<file path="src/rtl/perf_commit_event_collector.sv">
// Commit-stage performance event collector: decodes per-port instruction-class events,
// buffers them in saturating pending counters and drains one increment pulse per event per cycle.

package ariane_pkg;
  // Minimal stand-in for the core package: only the commit-entry fields the collector decodes.
  localparam int unsigned NR_COMMIT_PORTS = 2;

  typedef enum logic [3:0] {
    NONE, LOAD, STORE, ALU, CTRL_FLOW, MULT, CSR
  } fu_t;

  typedef enum logic [6:0] {
    ADD, SUB, JALR, EQ, NE, LW, SW
  } fu_op;

  typedef struct packed {
    fu_t        fu;
    fu_op       op;
    logic [4:0] rs1;
    logic [4:0] rd;
  } scoreboard_entry_t;
endpackage

module perf_commit_event_collector
  import ariane_pkg::*;
#(
  parameter int unsigned NrCommitPorts = ariane_pkg::NR_COMMIT_PORTS,
  parameter int unsigned PendWidth     = 4
) (
  input  logic                                  clk_i,
  input  logic                                  rst_ni,
  input  logic                                  debug_mode_i,
  input  scoreboard_entry_t [NrCommitPorts-1:0] commit_instr_i,
  input  logic              [NrCommitPorts-1:0] commit_ack_i,
  input  logic              [4:0]               clear_i,
  output logic              [4:0]               inc_o,
  output logic              [4:0]               drop_o
);

  localparam int unsigned NrEvents = 5;
  localparam int unsigned CntWidth = $clog2(NrCommitPorts + 1);
  localparam int unsigned SumWidth = PendWidth + 2;
  localparam logic [PendWidth-1:0] PendMax = '1;

  localparam int unsigned EvLoad   = 0;
  localparam int unsigned EvStore  = 1;
  localparam int unsigned EvBranch = 2;
  localparam int unsigned EvCall   = 3;
  localparam int unsigned EvRet    = 4;

  logic [PendWidth-1:0] pend_q [NrEvents];
  logic [PendWidth-1:0] pend_d [NrEvents];
  logic [NrEvents-1:0]  drop_q;
  logic [NrEvents-1:0]  drop_d;
  logic [CntWidth-1:0]  n      [NrEvents];

  // x1 (ra) and x5 (t0) are the link registers of the RISC-V return-address-stack hints.
  function automatic logic is_link(input logic [4:0] r);
    return (r == 5'd1) || (r == 5'd5);
  endfunction

  function automatic logic [NrEvents-1:0] decode(input scoreboard_entry_t instr);
    logic [NrEvents-1:0] ev;
    ev           = '0;
    ev[EvLoad]   = (instr.fu == LOAD);
    ev[EvStore]  = (instr.fu == STORE);
    ev[EvBranch] = (instr.fu == CTRL_FLOW);
    ev[EvCall]   = (instr.fu == CTRL_FLOW) && ((instr.op == ADD) || (instr.op == JALR))
                   && is_link(instr.rd);
    ev[EvRet]    = (instr.op == JALR) && is_link(instr.rs1) && !is_link(instr.rd);
    return ev;
  endfunction

  // Per-event popcount over all acknowledged ports; nothing is accepted in debug mode.
  always_comb begin
    logic [NrEvents-1:0] ev;
    // NOTE: every comb output gets a default before any conditional update, so no latch is inferred.
    for (int e = 0; e < NrEvents; e++) n[e] = '0;
    for (int p = 0; p < NrCommitPorts; p++) begin
      ev = decode(commit_instr_i[p]);
      for (int e = 0; e < NrEvents; e++) begin
        if (commit_ack_i[p] && ev[e] && !debug_mode_i) n[e] = n[e] + CntWidth'(1);
      end
    end
  end

  always_comb begin
    for (int e = 0; e < NrEvents; e++) inc_o[e] = (pend_q[e] != '0);
  end

  assign drop_o = drop_q;

  // Drain one, add n, saturate at PendMax; a CSR clear overrides both and discards n.
  always_comb begin
    logic [SumWidth-1:0] sum;
    drop_d = drop_q;
    sum    = '0;
    for (int e = 0; e < NrEvents; e++) begin
      pend_d[e] = pend_q[e];
      if (clear_i[e]) begin
        pend_d[e] = '0;
        drop_d[e] = 1'b0;
      end else begin
        sum = {2'b00, pend_q[e]} - SumWidth'(inc_o[e]) + SumWidth'(n[e]);
        if (sum > {2'b00, PendMax}) begin
          pend_d[e] = PendMax;
          drop_d[e] = 1'b1;
        end else begin
          pend_d[e] = sum[PendWidth-1:0];
        end
      end
    end
  end

  // NOTE: the pending counters are a handful of flops, not a RAM, so they are reset like any other state.
  always_ff @(posedge clk_i or negedge rst_ni) begin
    if (!rst_ni) begin
      for (int e = 0; e < NrEvents; e++) pend_q[e] <= '0;
      drop_q <= '0;
    end else begin
      // NOTE: sequential state uses non-blocking assignment so every flop samples pre-edge values.
      for (int e = 0; e < NrEvents; e++) pend_q[e] <= pend_d[e];
      drop_q <= drop_d;
    end
  end

endmodule

</file>
<file path="config.mk">
export PLATFORM = sky130hd
export DESIGN_NAME = perf_commit_event_collector
export DESIGN_NICKNAME = d
export VERILOG_FILES = /design/src/rtl/perf_commit_event_collector.sv
export SDC_FILE = /design/constraint.sdc
export NUM_CORES = 1
export LEC_CHECK = 0
export BUFFER_PORTS_ARGS = -buffer_cell sky130_fd_sc_hd__buf_2
export CELL_PAD_IN_SITES_DETAIL_PLACEMENT = 1
export CELL_PAD_IN_SITES_GLOBAL_PLACEMENT = 2
export CORE_UTILIZATION = 32
export CTS_BUF_LIST = sky130_fd_sc_hd__clkbuf_8
export DETAILED_ROUTE_END_ITERATION = 12
export PLACE_DENSITY = 0.91
export SETUP_SLACK_MARGIN = 0.4
export SLEW_MARGIN = 5
export SYNTH_ARGS = -nofsm -noshare
export SYNTH_HDL_FRONTEND = slang
export SYNTH_SLANG_ARGS = --single-unit
</file>
<file path="constraint.sdc">
create_clock -name clk_i -period 3.3 [get_ports clk_i]
set_clock_uncertainty 0.15 [all_clocks]
set_input_delay 0.33 -clock clk_i [delete_from_list [all_inputs] [get_ports clk_i]]
set_output_delay 0.33 -clock clk_i [all_outputs]
set_load 0.005 [all_outputs]
</file>
==> results by group <==
Synthesis
  • Synth Warn #: 0
  • Post-Synthesis Net Count: 320
  • Post-Synthesis Cell Area: 2183 sq um
  • Most common flop cell mapped by yosys: dfrtp_1
  • Synth Register Bits: 25
  • Proportion of register bits with asynchronous set or reset after synthesis: 100.0%
  • Number of instances in the synthesized netlist: 238
  • Portion of the post-synthesis area used by sequential elements: 28.65%
  • Count of distinct cell types in the synthesized netlist: 44
  • Number of enable flip-flop cells after synthesis: 0
  • Mean instance size in the synthesized netlist: 9.174 sq um

Layout
  • Utilization after layout: 44.92%
  • Most frequent standard cell in the layout excluding fill and tap cells: buf_2
  • Number of diodes: 0
  • Synth-to-layout area growth: 32.89%
  • Fraction of layout cells with a size suffix above 1: 37.34%
  • Most frequent cells in the layout: buf_2 (57), inv_1 (41), dfrtp_1 (23)
  • Layout Nets: 399
  • Post-route cell area: 2902 sq um
  • Filler Cell Count: 784

Placed design
  • Placed standard-cell area: 2587 sq um
  • Count of input and output buffers: 57
  • RePlAce Congestion: 0.7848
  • HPWL reported at the end of detailed placement: 4.518 mm

Worst setup path
  • Critical path capture point type: flip-flop
  • CP startpoint: pend_q[5]
  • Worst stage delay on the critical path: 0.54 ns
  • Most frequent CP cell: inv_1
  • Cell class contributing the biggest share of worst-path delay: adder cells
  • Destination of the worst register-to-register timing path: pend_q[6]
  • Cell with the biggest individual delay on the critical path: or4_4
  • Internal reg-to-reg setup slack: 0.49 ns
  • Worst reg-to-reg path cell count: 10
  • Critical Path, Cell by Cell: or4_4 > ha_2 > inv_1 > ha_1 > inv_1 > fa_2 > and4bb_1 > a311o_1 > o31ai_4 > a21oi_1
  • Capturing element of the worst setup path: pend_q[6]
  • Worst EP arrival: 2.82 ns
  • Worst Path Required: 3.31 ns
  • Startpoint of the worst-slack reg-to-reg timing path: pend_q[5]
  • WP buf/inv: 2
  • Stages on worst setup path: 10
  • Worst Setup Start Kind: flip-flop
  • Crit Path Category: reg2reg
  • Peak fanout along the critical path: 4

Clock tree
  • Clk sink count: 25
  • Num CTS Buffers: 3
  • Latest clock arrival within the worst-skew pair: 0.27 ns
  • Clock-pin slew reported for the worst setup and hold paths after clock tree synthesis: 0.10 ns
  • Number of buffers on the longest clock path: 2
  • Deepest level of the CTS H-tree: 1
  • Buffer cell driving the clock tree root: clkbuf_8
  • TritonCTS clock tree: yes

Pwr
  • Pwr Total: 0.002447 W
  • Leak Pwr: 1.342 nW
  • Worst IR Drop VDD: 0.2842 mV
  • Power density over cell area: 843.3 nW/um^2

Die
  • Total I/O pin count: 62
  • Core Box Area: 6459 sq um
  • Die Area: 7157 sq um
  • Die Span Y: 84.60 microns
  • Standard-cell row count: 29
  • Initial core utilization: 33.80%
  • Floorplan die width: 84.60 microns

STA
  • Final clock period utilization by the worst path: 85.30%
  • Tightest slew margin relative to the limit: 57.52%
  • Final count of pins violating max slew: 0
  • Final critical-path required period: 2.815 ns
  • Final setup violation count: 0
  • Setup tns final: 0 ns
  • Final Hold Vio Count: 0
  • Achievable frequency: 0.3553 GHz
  • Slew at the pin closest to its max-slew limit: 0.6372 ns
  • Unrepaired setup endpoints after global routing: true

GRT
  • GR Layer Usage met1: 18.47%
  • Total grt overflow: 0
  • Layer carrying the most global-route usage: met2
  • First-pass GRT wire length: 9.411 mm
  • Antenna violations before repair: 0
  • Met3 global-route usage: 1.868%
  • Overall fraction of global-route tracks in use: 16.20%
  • Vias in the first global route: 2131
  • Largest net degree at the start of global routing: 26
  • Global-route track usage on met2: 32.15%

Drt
  • Routed Antenna Nets: 0
  • Total detailed-routing wirelength: 6.006 mm
  • Post-DR vias/cell: 5.196
  • Number of search-and-repair iterations in the first detailed-routing pass: 6
  • Number of DRC markers after the initial detailed-route iteration: 48
  • Avg WL per Cell: 15.28 microns
  • Total number of vias: 2042
  • DRC violations left: 0

Hold path
  • Path class of the lowest-slack min-delay path: in2reg

Run status
  • Result of the run: complete, no violations

Job
  • # Max-Cap Violations: 0
==> final cells by class <==
| cell class | instances | area (sq um) | area share [%] |
|---|---|---|---|
| clock buffers | 3 | 41.29 | 1.423 |
| clock inverters | 1 | 5.005 | 0.1725 |
| inverters | 42 | 157.7 | 5.433 |
| multi-input cells | 171 | 1558 | 53.69 |
| flip-flops and latches | 25 | 628.1 | 21.65 |
| well taps | 77 | 96.34 | 3.320 |
| repair buffers | 74 | 415.4 | 14.32 |
==> cell usage after synthesis, types with 2 or more instances <==
master	instances	share of area (%)
a211oi_1	2	0.69
a21boi_1	2	0.69
a21o_1	2	0.69
a21oi_1	12	2.8
a221oi_1	3	1.2
a311oi_1	4	1.6
and4_1	2	0.80
dfrtp_1	25	29
fa_1	5	4.6
ha_1	25	14
inv_1	42	7.2
nand2_1	6	1.0
nand2b_1	7	2.0
nand3b_1	3	1.0
nor2_1	12	2.1
nor2b_1	3	0.86
nor3_1	12	2.8
nor3b_1	9	3.1
nor3b_2	7	4.0
nor4_1	3	0.86
nor4b_1	4	1.6
o21a_1	2	0.69
o21ai_0	6	1.4
o31ai_1	3	1.0
or4_1	5	1.7
xnor2_1	8	3.2
xor2_1	7	2.8
==> worst register-to-register path: stages, from the launching register on <==
cell and delay [ns]:
dfrtp_1 0.42, or4_4 0.54, ha_2 0.32, inv_1 0.04, ha_1 0.20, inv_1 0.08
fa_2 0.24, and4bb_1 0.19, a311o_1 0.30, o31ai_4 0.10, a21oi_1 0.10
==> through the flow <==
stage / worst slack (ns) / hold slack (ns) / instances
global placement: 0.2112 / 0.2290 / 375
floorplan: 0.5143 / -0.1156 / 238
CTS: 0.3875 / 0.1087 / 383
detailed placement: 0.1865 / 0.2284 / 375
finish: 0.4851 / 0.1197 / 393
global route: 0.3565 / 0.1138 / 393
==> worst min-delay path by stage <==
| stage | from | endpoint | slack, ns | cells after the start |
|---|---|---|---|---|
| 2_1_floorplan | rst_ni | drop_o[0] | -0.12 | 0 |
| 3_3_place_gp | rst_ni | drop_o[1] | 0.23 | 1 |
| 3_5_place_dp | rst_ni | drop_o[1] | 0.23 | 1 |
| 4_1_cts | clear_i[4] | pend_q[3] | 0.11 | 2 |
| 5_1_grt | clear_i[4] | pend_q[3] | 0.11 | 2 |
| 6_report | clear_i[4] | pend_q[3] | 0.12 | 2 |
==> power breakdown <==
part | total [W] | internal, W | leakage, nW | switching [W]
Combinational | 0.00171 | 0.000838 | 0.996 | 0.000872
Clock | 0.000197 | 0.0000848 | 0.0255 | 0.000112
Sequential | 0.000541 | 0.000431 | 0.321 | 0.000109
Total | 0.00245 | 0.00135 | 1.34 | 0.00109
==> cells by family after synthesis <==
| kind of cell | synth area share [%] |
|---|---|
| DFF | 28.65 |
| adders and majority gates | 18.91 |
| and+or+nand+nor | 26.13 |
| buffers and inverters | 7.221 |
| xor gates and xnor gates | 6.017 |
| AOI/OAI and AO/OA | 13.07 |
==> registers in the layout, summed over array words and instances (netlist names) <==
name	cells
pend_q	20
drop_o	5
==> metal layers <==
layer  routed length [microns]  vias up
met5                         0        -
met4                        88        0
met3                       140        9
met2                      3284       33
met1                      2492      999
li1                          -     1001
==> what timing repair did <==
action,in CTS,in global routing
hold buffers,1,0
setup endpoints to repair,10,15
pin swaps,2,13
endpoints found under the hold margin,25,0
cloned,0,0
setup buffers,3,10
gates resized for setup,9,28
Power figures use the tool's default switching activity.
